--- config.mk ---
export PLATFORM = sky130hd
export DESIGN_NAME = text_video_sequencer
export DESIGN_NICKNAME = d
export VERILOG_FILES = /design/src/rtl/text_video_sequencer.sv
export SDC_FILE = /design/constraint.sdc
export NUM_CORES = 1
export LEC_CHECK = 0
export CAP_MARGIN = 20
export CELL_PAD_IN_SITES_DETAIL_PLACEMENT = 0
export CELL_PAD_IN_SITES_GLOBAL_PLACEMENT = 1
export CORE_MARGIN = 1
export CORE_UTILIZATION = 41
export DETAILED_ROUTE_END_ITERATION = 7
export HOLD_SLACK_MARGIN = 0.02
export PLACE_DENSITY = 0.78
export SLEW_MARGIN = 20
export SYNTH_ARGS = -nofsm -noshare
export SYNTH_HDL_FRONTEND = slang
export SYNTH_SLANG_ARGS = --single-unit
--- constraint.sdc ---
create_clock -name pixel_clock -period 4 [get_ports pixel_clock]
set_input_delay 0.8 -clock pixel_clock [delete_from_list [all_inputs] [get_ports pixel_clock]]
set_output_delay 0.8 -clock pixel_clock [all_outputs]
set_load 0.05 [all_outputs]
--- src/rtl/text_video_sequencer.sv ---
`default_nettype none
// ============================================================================
// Module   : text_video_sequencer
// Purpose  : Raster timing and text-RAM fetch sequencer feeding the character
//            generator, with delayed sync/blank/border qualifiers.
// Revision : 1.0 - initial release
// ============================================================================
module text_video_sequencer #(
    parameter int H_ACTIVE   = 512,
    parameter int H_BORDER_R = 64,
    parameter int H_FP       = 16,
    parameter int H_SYNC     = 96,
    parameter int H_BP       = 48,
    parameter int H_BORDER_L = 64,
    parameter int ROW_LINES  = 24,
    parameter int V_BORDER_B = 48,
    parameter int V_FP       = 10,
    parameter int V_SYNC     = 2,
    parameter int V_BP       = 33,
    parameter int V_BORDER_T = 48,
    parameter int PIX_DELAY  = 6
) (
    input  logic       reset,
    input  logic       pixel_clock,
    input  logic       width_64,
    input  logic [7:0] vram_data,
    output logic [9:0] vram_addr,
    output logic       vram_rd,
    output logic [7:0] char_code,
    output logic [4:0] subchar_line,
    output logic [3:0] subchar_pixel,
    output logic       text_active,
    output logic       de_out,
    output logic       border_out,
    output logic       hsync_n,
    output logic       vsync_n,
    output logic       frame_start
);

    localparam int c_H_TOTAL = H_ACTIVE + H_BORDER_R + H_FP + H_SYNC + H_BP + H_BORDER_L;
    localparam int c_V_TEXT  = ROW_LINES * 16;
    localparam int c_V_TOTAL = c_V_TEXT + V_BORDER_B + V_FP + V_SYNC + V_BP + V_BORDER_T;

    localparam logic [9:0] c_H_LAST       = 10'(c_H_TOTAL - 1);
    localparam logic [9:0] c_H_TEXT_END   = 10'(H_ACTIVE);
    localparam logic [9:0] c_H_VIS_END    = 10'(H_ACTIVE + H_BORDER_R);
    localparam logic [9:0] c_H_SYNC_BEG   = 10'(H_ACTIVE + H_BORDER_R + H_FP);
    localparam logic [9:0] c_H_SYNC_END   = 10'(H_ACTIVE + H_BORDER_R + H_FP + H_SYNC);
    localparam logic [9:0] c_H_BORDL_BEG  = 10'(H_ACTIVE + H_BORDER_R + H_FP + H_SYNC + H_BP);
    localparam logic [9:0] c_V_LAST       = 10'(c_V_TOTAL - 1);
    localparam logic [9:0] c_V_TEXT_END   = 10'(c_V_TEXT);
    localparam logic [9:0] c_V_VIS_END    = 10'(c_V_TEXT + V_BORDER_B);
    localparam logic [9:0] c_V_SYNC_BEG   = 10'(c_V_TEXT + V_BORDER_B + V_FP);
    localparam logic [9:0] c_V_SYNC_END   = 10'(c_V_TEXT + V_BORDER_B + V_FP + V_SYNC);
    localparam logic [9:0] c_V_BORDT_BEG  = 10'(c_V_TEXT + V_BORDER_B + V_FP + V_SYNC + V_BP);
    localparam logic [4:0] c_ROW_LAST     = 5'(ROW_LINES - 1);

    logic [9:0] r_h_count;
    logic [9:0] r_v_count;
    logic [3:0] r_row;
    logic [4:0] r_subline;
    logic       r_m64;
    logic       r_border;
    logic       r_hsync;
    logic       r_vsync;
    logic [3:0] r_dly [PIX_DELAY];

    logic       w_h_wrap;
    logic       w_v_wrap;
    logic       w_frame;
    logic       w_text;
    logic       w_visible;
    logic       w_hsync;
    logic       w_vsync;
    logic [3:0] w_pix;
    logic [5:0] w_col;
    logic [9:0] w_addr;

    assign w_h_wrap  = (r_h_count == c_H_LAST);
    assign w_v_wrap  = (r_v_count == c_V_LAST);
    assign w_frame   = (r_h_count == 10'd0) && (r_v_count == 10'd0);
    assign w_text    = (r_h_count < c_H_TEXT_END) && (r_v_count < c_V_TEXT_END);
    assign w_visible = ((r_h_count < c_H_VIS_END) || (r_h_count >= c_H_BORDL_BEG)) &&
                       ((r_v_count < c_V_VIS_END) || (r_v_count >= c_V_BORDT_BEG));
    assign w_hsync   = (r_h_count >= c_H_SYNC_BEG) && (r_h_count < c_H_SYNC_END);
    assign w_vsync   = (r_v_count >= c_V_SYNC_BEG) && (r_v_count < c_V_SYNC_END);
    assign w_pix     = r_m64 ? {1'b0, r_h_count[2:0]} : r_h_count[3:0];
    assign w_col     = r_m64 ? r_h_count[8:3] : {1'b0, r_h_count[8:4]};
    assign w_addr    = r_m64 ? {r_row, w_col} : {1'b0, r_row, w_col[4:0]};

    // Row and sub-line advance with v_count so no divider is needed.
    always_ff @(posedge pixel_clock or posedge reset) begin
        if (reset) begin
            r_h_count <= '0;
            r_v_count <= '0;
            r_row     <= '0;
            r_subline <= '0;
            r_m64     <= 1'b0;
        end else begin
            if (w_h_wrap) begin
                r_h_count <= '0;
                if (w_v_wrap) begin
                    r_v_count <= '0;
                    r_row     <= '0;
                    r_subline <= '0;
                end else begin
                    r_v_count <= r_v_count + 10'd1;
                    if (r_subline == c_ROW_LAST) begin
                        r_subline <= '0;
                        r_row     <= r_row + 4'd1;
                    end else begin
                        r_subline <= r_subline + 5'd1;
                    end
                end
            end else begin
                r_h_count <= r_h_count + 10'd1;
            end
            if (w_frame) begin
                r_m64 <= width_64;
            end
        end
    end

    // RAM data arrives the clock after vram_rd, i.e. while subchar_pixel is 2.
    always_ff @(posedge pixel_clock or posedge reset) begin
        if (reset) begin
            vram_addr     <= '0;
            vram_rd       <= 1'b0;
            char_code     <= '0;
            subchar_line  <= '0;
            subchar_pixel <= '0;
            text_active   <= 1'b0;
            frame_start   <= 1'b0;
            r_border      <= 1'b0;
            r_hsync       <= 1'b0;
            r_vsync       <= 1'b0;
        end else begin
            vram_addr     <= w_addr;
            vram_rd       <= w_text && (w_pix == 4'd1);
            subchar_line  <= r_subline;
            subchar_pixel <= w_pix;
            text_active   <= w_text;
            frame_start   <= w_frame;
            r_border      <= w_visible && !w_text;
            r_hsync       <= w_hsync;
            r_vsync       <= w_vsync;
            if (!w_text) begin
                char_code <= 8'h20;
            end else if (text_active && (subchar_pixel == 4'd2)) begin
                char_code <= vram_data;
            end
        end
    end

    always_ff @(posedge pixel_clock or posedge reset) begin
        if (reset) begin
            for (int i = 0; i < PIX_DELAY; i++) begin
                r_dly[i] <= '0;
            end
        end else begin
            r_dly[0] <= {text_active, r_border, r_hsync, r_vsync};
            for (int i = 1; i < PIX_DELAY; i++) begin
                r_dly[i] <= r_dly[i-1];
            end
        end
    end

    assign de_out     = r_dly[PIX_DELAY-1][3];
    assign border_out = r_dly[PIX_DELAY-1][2];
    assign hsync_n    = ~r_dly[PIX_DELAY-1][1];
    assign vsync_n    = ~r_dly[PIX_DELAY-1][0];

endmodule
`default_nettype wire

# Word level (Yosys, flattened, before mapping)
# Cells that the tools add are included.
[totals] regBits=87 input_bits=11 out_inout_bits=34 word_cells=69
[classes] add_sub_neg=4 n_lt_le_gt_ge=10 eq_ne=6 muxes=11 bitwise_logic=2 reduce_logical=15
[ops] cell="10-bit less-than comparator, second input constant" count=3
[ops] cell="10-bit by 9-bit less-than comparator with 1-bit output, second input constant" count=3
[ops] cell="10-bit 2-to-1 mux" count=3
[ops] cell="10-bit by 1-bit adder with 10-bit output, second input constant" count=2
[ops] cell="10-bit == test, second input constant" count=2
[ops] cell="10-bit >= comparator, second input constant" count=2
[ops] cell="10-bit by 9-bit >= comparator with 1-bit output, second input constant" count=2
[ops] cell="10-bit zero test" count=2
[ops] cell="8-bit 2-to-1 mux" count=2
[ops] cell="4-bit 2-to-1 mux" count=3
[ops] cell="5-bit 2-to-1 mux" count=2
[ops] cell="1-bit logical AND" count=8
[ops] cell="6-bit 2-to-1 mux" count=1
[ops] cell="5-bit by 1-bit adder with 5-bit output, second input constant" count=1
[ops] cell="5-bit == test, second input constant" count=1
[ops] cell="4-bit by 1-bit adder with 4-bit output, second input constant" count=1
[ops] cell="4-bit by 1-bit == test with 1-bit output, second input constant" count=1
[ops] cell="4-bit by 2-bit == test with 1-bit output, second input constant" count=1
[ops] cell="1-bit logical OR" count=2
[ops] cell="2-bit by 1-bit != test with 1-bit output, second input constant" count=1
[ops] cell="1-bit inverter" count=2
[ops] cell="2-bit AND reduction" count=1
[ops] cell="2-bit nonzero test" count=1
[ops] cell="1-bit zero test" count=1

# Longest topological paths before layout
# Gate-level depths: netlist of run 1.
[depth] word_depth=4 mapped_depth=7 ltp_nobuf=6

# Worst setup path before layout of run 1
# Ideal clock, no wire load.
[synth_timing] kind="register to register" startpoint="register r_v_count[0]" endpoint="register r_row[0]" arrival_time_ns=1.597 setup_slack_ns=2.282 stages_incl_launch_ff=7 path_buffers=0 cell_sequence="dfrtp_1 inv_1 ha_1 nor4b_1 and3_1 o21ai_0 a22o_1"
[synth_between] elab_chain_len=3 word_cells_on_any_way=4 cone_classes="eq/ne: 1; mux: 1; reduce/logical: 2"
[synth_rtl] element="start: declaration" line_no="59" text="logic [9:0] r_v_count;"
[synth_rtl] element="start signal: assignment" line_no="107" text="r_v_count <= r_v_count + 10'd1;"
[synth_rtl] element="10-bit == test *" line_no="80" text="assign w_v_wrap = (r_v_count == c_V_LAST);"
[synth_rtl] element="2-bit nonzero test (no line)"
[synth_rtl] element="2-bit AND reduction (no line)"
[synth_rtl] element="end signal: assignment" line_no="110" text="r_row <= r_row + 4'd1;"
[synth_rtl] element="end: declaration" line_no="60" text="logic [3:0] r_row;"
# Every way passes the cells marked *; elsewhere a longest branch is shown, timed or not.
# A chain may end at the register's enable or synchronous reset.

# Worst setup path after layout of run 1
[layout_timing] startpoint="register r_dly[1] (netlist name)" endpoint="output hsync_n"
[layout_between] elab_chain_len=1
[layout_rtl] element="start: declaration" line_no="66" text="logic [3:0] r_dly [PIX_DELAY];"
[layout_rtl] element="start signal: indexed assignment" line_no="163" text="r_dly[i] <= r_dly[i-1];"
[layout_rtl] element="1-bit inverter" line_no="170" text="assign hsync_n = ~r_dly[PIX_DELAY-1][1];"
[layout_rtl] element="end: declaration" line_no="35" text="output logic hsync_n,"
# No other way between the ends.

==> impl_results.rst, run 1 <==
.. list-table::
   :header-rows: 1

   * - Metric
     - Value
   * - Total congestion overflow
     - 0
   * - Io pins
     - 45
   * - Fin. max-slew vios
     - 0
   * - Die Area
     - approximately 8700 sq um
   * - Post-route fraction of the period consumed by the critical path
     - roughly 59%
   * - Setup repair after global routing missed its margin
     - no
   * - HPWL Detailed
     - roughly 4.2 mm
   * - GR Layer Usage met1
     - a little under a quarter
   * - Placement row count
     - 32
   * - Number of clock buffers inserted by TritonCTS
     - 9
   * - Total standard cell area after synthesis
     - 3410 sq um
   * - Ant diodes
     - 0
   * - Fill count
     - between 600 and 700
   * - Global-route wire length before repair
     - ~10 mm
   * - Most used routing layer
     - met1
   * - Number of gates resized after CTS
     - 0
   * - Flops & latches, synth
     - 87
   * - Die Span Y
     - a little over 90 microns
   * - Final WL
     - roughly 6.1 mm
   * - Main flop type after synthesis
     - dfrtp_1
   * - Global routing met2 resource utilization
     - 22.4%
   * - Largest net degree at the start of global routing
     - between 40 and 50
   * - Part of the Yosys area used for sequential elements
     - 63.9%
   * - DR pass1 iterations
     - 4
   * - Number of buffers inserted by hold repair at cts
     - 0
   * - Kind of start point of the critical path
     - flip-flop
   * - Initial Utilization
     - between 40% and 50%
   * - Routability cong.
     - 0.828
   * - Number of nets produced by synthesis
     - about 300
   * - Least setup slack across all paths after layout
     - 1.65 ns
   * - Final total power
     - ~0.0015 W
   * - Standard cell core area
     - around 8000 sq um
   * - Run status
     - finished, final reports clean
   * - Largest cells by area after synthesis
     - dfrtp_1 64%, ha_1 3.3%, mux2_2 2.6%, mux2i_1 2.3%, nand2_1 2.3%
   * - Most common library cell in the layout ignoring fill and taps
     - dfrtp_1
   * - Static leakage power
     - about 1.8 nW
   * - Achievable clock frequency
     - ~430 MHz
   * - Cell chosen for the clock root
     - clkbuf_8
   * - Longest Clk Path Bufs
     - 2
   * - Pwr Density
     - 371 nW/um^2
   * - Worst Clk Skew
     - roughly 0.0087 ns
   * - Power share of the clock group
     - 36.4%
   * - Distinct cells, synth
     - between 40 and 50
   * - # port buffers
     - 44
   * - Reported net switching power
     - ~0.00037 W
   * - Largest area contributor in the netlist
     - dfrtp_1
   * - CTS tree
     - built
   * - Category of the worst setup path capture point
     - primary output
   * - Number of antenna violations at the first check in global routing
     - 0
   * - CP Max Fanout
     - 1
   * - Post-detailed-route DRC marker count
     - 0
   * - Via-to-Cell Ratio
     - 5.01
   * - Worst-case vdd ir drop
     - roughly 170 uV
   * - Commonest cells after routing, fill and taps aside
     - 87 x dfrtp_1, 44 x clkdlybuf4s50_1, 21 x nand2_1, 21 x nor2_1
   * - H-tree levels
     - 3
   * - Pin slew with the least headroom to its limit
     - ~0.7 ns
   * - Max Cap Viol
     - 0
   * - Number of instances in the synthesized netlist
     - 279
   * - Area share of the largest cell type after synthesis
     - between 60% and 70%
   * - Syn Area/Cell
     - 12.2 sq um
   * - Internal cell power
     - roughly 0.0012 W
   * - Critical path type
     - reg2out
   * - Number of sinks handled by clock tree synthesis
     - 87
   * - Die width
     - between 90 and 100 microns
   * - Setup violation total in the final timing report
     - 0
   * - Post-detailed-route wirelength per cell
     - around 14 microns
   * - Placement Setup Slack
     - about 1.8 ns
   * - Sw Share
     - roughly 24%
   * - Area growth from synthesis to layout
     - 20.3%
   * - Data required time of the worst path
     - 3.20 ns
   * - Type of the worst min-delay path
     - reg2reg
   * - Proportion of power drawn by flip-flops and latches
     - 58.6%
   * - Overall fraction of global-route tracks in use
     - between 10% and 20%
   * - Number of DRC violations after detailed-routing iteration 0
     - between 100 and 150
   * - Clock-pin slew of the registers on the worst-case setup and hold paths
     - ~0.090 ns
   * - Worst Path Arrival
     - 1.55 ns
   * - Yosys warnings
     - 0
   * - Worst slew margin relative to its limit
     - ~54%
   * - Via count of the first global-routing pass
     - roughly 2100
   * - Summed negative setup slack over all endpoints
     - 0 ns
   * - Layout cell share with drive strength beyond 1
     - a little under a tenth
   * - Number of buffers added for setup after CTS
     - 0
   * - NumNets Final
     - between 300 and 400
   * - Clock network latency to the later pin of the worst-skew pair
     - approximately 0.35 ns
   * - Final Hold Vio Count
     - 0
   * - Antenna-violating nets left
     - 0
   * - Met3 Usage GRT
     - 3.74%
   * - Post-layout min period
     - approximately 2.3 ns
   * - Vias
     - approximately 2200
   * - Async set-reset flop share out of synthesis
     - 100%
   * - Post-synth EDFFs
     - 0
   * - Share of total power in combinational logic
     - under 10%
[path summary, 6_finish.rpt]
kind,start,end,slack [ns],cells after the start
max,r_dly[1],hsync_n,1.65,2
min,r_dly[19],r_dly[15],0.35,0
max reg2reg,r_h_count[0],r_v_count[8],1.85,5
min reg2reg,r_dly[19],r_dly[15],0.35,0
max in group asynchronous,reset,r_dly[8],2.38,3
min in group asynchronous,reset,subchar_line[3],0.86,2
[sequential cells by signal, summed over array words and instances, names as in the netlist]
| name | cells |
|---|---|
| frame_start | 1 |
| de_out | 1 |
| char_code | 8 |
| text_active | 1 |
| border_out | 1 |
| r_m64 | 1 |
| r_row | 4 |
| r_v_count | 10 |
| vram_addr | 10 |
| r_hsync | 1 |
| vram_rd | 1 |
| r_border | 1 |
| r_vsync | 1 |
| subchar_pixel | 4 |
| r_dly | 22 |
| r_h_count | 10 |
| r_subline | 5 |
| subchar_line | 5 |
[metrics by stage]
step	cells	hold slack [ns]	util, %	instance area, sq um
after floorplan	279	0.331	-	3410
after global placement	414	0.332	49.7	3920
after detailed placement	414	0.335	49.7	3920
after CTS	430	0.346	52.0	4100
after global routing	430	0.347	52.0	4100
final	430	0.348	52.0	4100
[cells by family (layout without fill, tap and decap cells)]
group	after synthesis	in the layout	share of synthesized area [%]
compound gates	39	39	7.49
xor+xnor	8	8	2.06
simple gates	93	93	14.6
flops	87	87	63.9
buf+inv	27	76	3.67
mux	16	16	4.99
fa+ha+maj	9	9	3.30
[critical path, cell delays in order, from the launching register on]
cell and delay, ns:
dfrtp_1 0.37, inv_1 0.05, clkdlybuf4s50_1 0.78
[Yosys cell counts, types with 3 or more instances]
master / n
a21o_1: 3
a21oi_1: 7
a22o_1: 4
and2_1: 3
and3_1: 6
buf_2: 3
clkbuf_1: 6
dfrtp_1: 87
ha_1: 9
inv_1: 14
mux2_2: 8
mux2i_1: 8
nand2_1: 21
nand3_1: 13
nand4_1: 4
nor2_1: 21
nor3_1: 5
nor4_1: 3
nor4b_1: 3
o21ai_0: 13
o31ai_1: 3
or3_1: 3
xnor2_1: 6
[power groups by stage]
stage | clock network (W) | registers, W | logic [W]
finish | 0.000555 | 0.000892 | 0.0000769
global route | 0.000615 | 0.000893 | 0.0000843
CTS | 0.000572 | 0.000892 | 0.0000793
detailed placement | 0 | 0.000910 | 0.0000792
global placement | 0 | 0.000909 | 0.0000787
floorplan | 0 | 0.000933 | 0.0000223
[per-layer routing]
| metal | wire, microns | part of all wire [%] | vias up |
|---|---|---|---|
| met5 | 0 | 0 | - |
| met4 | 100 | 1.6 | 0 |
| met3 | 201 | 3.3 | 7 |
| met2 | 2700 | 44 | 39 |
| met1 | 3070 | 51 | 1055 |
| li1 | - | - | 1053 |
[area by class of cell]
class                      instances  area, sq um  share of cell area, %
sequential                        87         2180                   53.1
multi-input combinational        165         1110                   27.0
timing repair buffer              46          455                   11.1
clock buffer                      10          138                   3.36
tap                              102          128                   3.11
inverter                          14         53.8                   1.31
clock inverter                     6         42.5                   1.04
(Power assumes the default switching activity.)
==> run 2: changes to the inputs <==
--- a/config.mk
+++ b/config.mk
@@ -9,7 +9,7 @@
 export CELL_PAD_IN_SITES_DETAIL_PLACEMENT = 0
 export CELL_PAD_IN_SITES_GLOBAL_PLACEMENT = 1
 export CORE_MARGIN = 1
-export CORE_UTILIZATION = 41
+export CORE_UTILIZATION = 39
 export DETAILED_ROUTE_END_ITERATION = 7
 export HOLD_SLACK_MARGIN = 0.02
 export PLACE_DENSITY = 0.78
==> constraint.sdc (replaced) <==
create_clock -name pixel_clock -period 2 [get_ports pixel_clock]
set_input_delay 0.4 -clock pixel_clock [delete_from_list [all_inputs] [get_ports pixel_clock]]
set_output_delay 0.4 -clock pixel_clock [all_outputs]
set_load 0.05 [all_outputs]
==> impl_results.rst, run 2 (synthesized netlist as in run 1, its figures left out) <==
.. list-table::
   :header-rows: 1

   * - Metric
     - Value
   * - Run status
     - finished, final reports clean
   * - Worst Path Arrival
     - 1.54 ns (about the same)
   * - Area growth from synthesis to layout
     - 27.4%
   * - Post-detailed-route DRC marker count
     - 0 (unchanged)
   * - End of the worst register-to-register path
     - r_v_count[4]
   * - Biggest register
     - r_dly
   * - Data required time of the worst path
     - 1.60 ns (-1.60 ns)
   * - Global-route wire length before repair
     - 10.6 mm (+0.73%)
   * - Total placed instance area
     - 4080 sq um (+4.1%)
   * - CP Max Fanout
     - 2 (+1)
   * - Flip-flop count of the largest register after layout
     - 22 (unchanged)
   * - Category of the worst setup path capture point
     - primary output
   * - Final WL
     - 6.27 mm (+3.3%)
   * - Number of buffers added for setup after CTS
     - 0 (unchanged)
   * - NumNets Final
     - 362 (+5.5%)
   * - Via-to-Cell Ratio
     - 4.98 (-0.49%)
   * - Number of clock buffers inserted by TritonCTS
     - 9 (unchanged)
   * - Clock-pin slew of the registers on the worst-case setup and hold paths
     - 0.09 ns (about the same)
   * - Largest net degree at the start of global routing
     - 84 (+100%)
   * - Number of sinks handled by clock tree synthesis
     - 87 (unchanged)
   * - Via count of the first global-routing pass
     - 2170 (+2.4%)
   * - Most common library cell in the layout ignoring fill and taps
     - dfrtp_1
   * - Clock network latency to the later pin of the worst-skew pair
     - 0.36 ns (about the same)
   * - Post-layout min period
     - ~1.9 ns
   * - Setup repair after global routing missed its margin
     - no
   * - CP cell instances
     - clkdlybuf4s50_1
   * - Start point of the critical path
     - subchar_pixel[1]
   * - Cell chosen for the clock root
     - clkbuf_8
   * - Die Area
     - 9120 sq um (+5.0%)
   * - Longest Clk Path Bufs
     - 2 (unchanged)
   * - Logic depth of the worst setup path including buffers
     - 1 (-1)
   * - Fin. max-slew vios
     - 0 (unchanged)
   * - Standard cell core area
     - 8340 sq um (+5.7%)
   * - Placement row count
     - 33 (+3.1%)
   * - Cell family with most CP delay
     - buffers and inverters
   * - Summed negative setup slack over all endpoints
     - 0 ns (unchanged)
   * - Antenna-violating nets left
     - 0 (unchanged)
   * - Vias
     - 2253 (+4.6%)
   * - Setup violation total in the final timing report
     - 0 (unchanged)
   * - Post-route fraction of the period consumed by the critical path
     - between 90% and 100%
   * - Minimum setup slack among reg-to-reg paths
     - 0.17 ns (-1.68 ns)
   * - Number of antenna violations at the first check in global routing
     - 0 (unchanged)
   * - HPWL Detailed
     - 4.27 mm (+1.0%)
   * - Initial Utilization
     - 40.9% (-2.3 points)
   * - # port buffers
     - 44 (unchanged)
   * - Commonest cells after routing, fill and taps aside
     - 87 x dfrtp_1, 41 x clkdlybuf4s50_1, 21 x nand2_1, 21 x nor2_1, 21 x buf_4
   * - Worst-case vdd ir drop
     - 386 uV (+130%)
   * - Final std cell area, no fill
     - 4340 sq um (+5.9%)
   * - Max Cap Viol
     - 0 (unchanged)
   * - Fill count
     - 729 (+4.9%)
   * - Achievable clock frequency
     - 517 MHz
   * - Number of DRC violations after detailed-routing iteration 0
     - 108 (+4.9%)
   * - Post-Route Hold Slack
     - 0.282 ns (-0.0663 ns)
   * - Number of cells on the worst reg-to-reg path
     - 6 (+1)
   * - Worst slew margin relative to its limit
     - 66.1% (+12 points)
   * - Die width
     - 95.5 microns (+2.5%)
   * - Buf/Inv on CP
     - 1 (-1)
   * - Overall fraction of global-route tracks in use
     - 15.7% (-0.20 points)
   * - Pin slew with the least headroom to its limit
     - 0.507 ns (-0.179 ns)
   * - H-tree levels
     - 3 (unchanged)
   * - Final Hold Vio Count
     - 0 (unchanged)
   * - Critical Path Max Stage Delay
     - 0.81 ns (+0.03 ns)
   * - DR pass1 iterations
     - 4 (unchanged)
   * - Cell at the slowest stage of the critical path
     - clkdlybuf4s50_1
   * - Type of the worst min-delay path
     - in2async
   * - Io pins
     - 45 (unchanged)
   * - Worst Clk Skew
     - 0.00653 ns (-0.00216 ns)
   * - Layout cell share with drive strength beyond 1
     - 15.3% (+5.8 points)
   * - Kind of start point of the critical path
     - flip-flop
   * - CTS tree
     - built
   * - Total congestion overflow
     - 0 (unchanged)
   * - Static leakage power
     - 1.92 nW (+6.7%)
   * - Critical path type
     - reg2out
   * - Post-detailed-route wirelength per cell
     - 13.9 microns (-1.7%)
   * - Routability cong.
     - 0.819 (-1.1%)
   * - Die Span Y
     - 95.5 microns (+2.5%)
   * - RR Startpoint
     - r_h_count[1]
   * - Ant diodes
     - 0 (unchanged)
   * - Pwr Density
     - 790 nW/um^2 (+110%)
## run 2: cell types whose count changed in the layout (fill, tap and decap cells not counted), sizes merged
cell | before | now
clkinv | 3 | 0
buf | 2 | 22
dlymetal6s2s | 0 | 2
clkdlybuf4s50 | 44 | 41
clkbuf | 10 | 9
bufinv | 0 | 3
inv | 15 | 16
## run 2: where the power goes
group	switching [W]	total, W	internal [W]
Clock	0.000649	0.00149	0.000842
Combinational	0.000101	0.000156	0.0000553
Sequential	0.0000115	0.00178	0.00177
## run 2: how the worst max path moves through the flow
stage                                   to
after CTS                          hsync_n
after floorplan                   r_row[0]
after global routing           text_active
final                     subchar_pixel[1]
after global placement            r_row[0]
after detailed placement      r_v_count[4]
## run 2: timing repair
| action | in CTS | in global routing |
|---|---|---|
| hold endpoints to repair | 0 | 0 |
| hold buffers | 0 | 0 |
| gates resized for setup | 0 | 5 |
| setup endpoints to repair | 0 | 5 |
## run 2: per-stage QoR
step                      total power, W  setup slack (ns)  cells  utilization (%)
final                            0.00343            0.0644    452             52.1
after global placement           0.00198             0.140    436             48.9
after CTS                        0.00348            0.0181    452             51.9
after global routing             0.00357            0.0116    452             52.1
after floorplan                  0.00191             0.282    279                -
after detailed placement         0.00198             0.144    436             48.9
## run 2: layout make-up
cell class	count	area [sq um]	share of cell area [%]
sequential	87	2180	50.1
multi-input combinational	165	1120	25.7
timing repair buffer	65	613	14.1
tap	105	131	3.02
clock buffer	9	124	2.85
clock inverter	7	124	2.85
inverter	14	56.3	1.30
## run 2: metal layers
layer  GRT usage (%)  part of all wire (%)  routed length (microns)
met1            21.2                    47                     2970
met3            5.50                   4.1                      260
met5               0                     0                        0
met2            23.3                    47                     2970
met4            5.60                   1.2                       73
==> run 3: changes to the inputs <==
--- a/config.mk
+++ b/config.mk
@@ -11,7 +11,7 @@
 export CORE_MARGIN = 1
 export CORE_UTILIZATION = 39
 export DETAILED_ROUTE_END_ITERATION = 7
-export HOLD_SLACK_MARGIN = 0.02
+export HOLD_SLACK_MARGIN = 0.05
 export PLACE_DENSITY = 0.78
 export SLEW_MARGIN = 20
 export SYNTH_ARGS = -nofsm -noshare
==> results of run 3 <==
The final DEF is identical to that of run 2; final timing and power are the same.
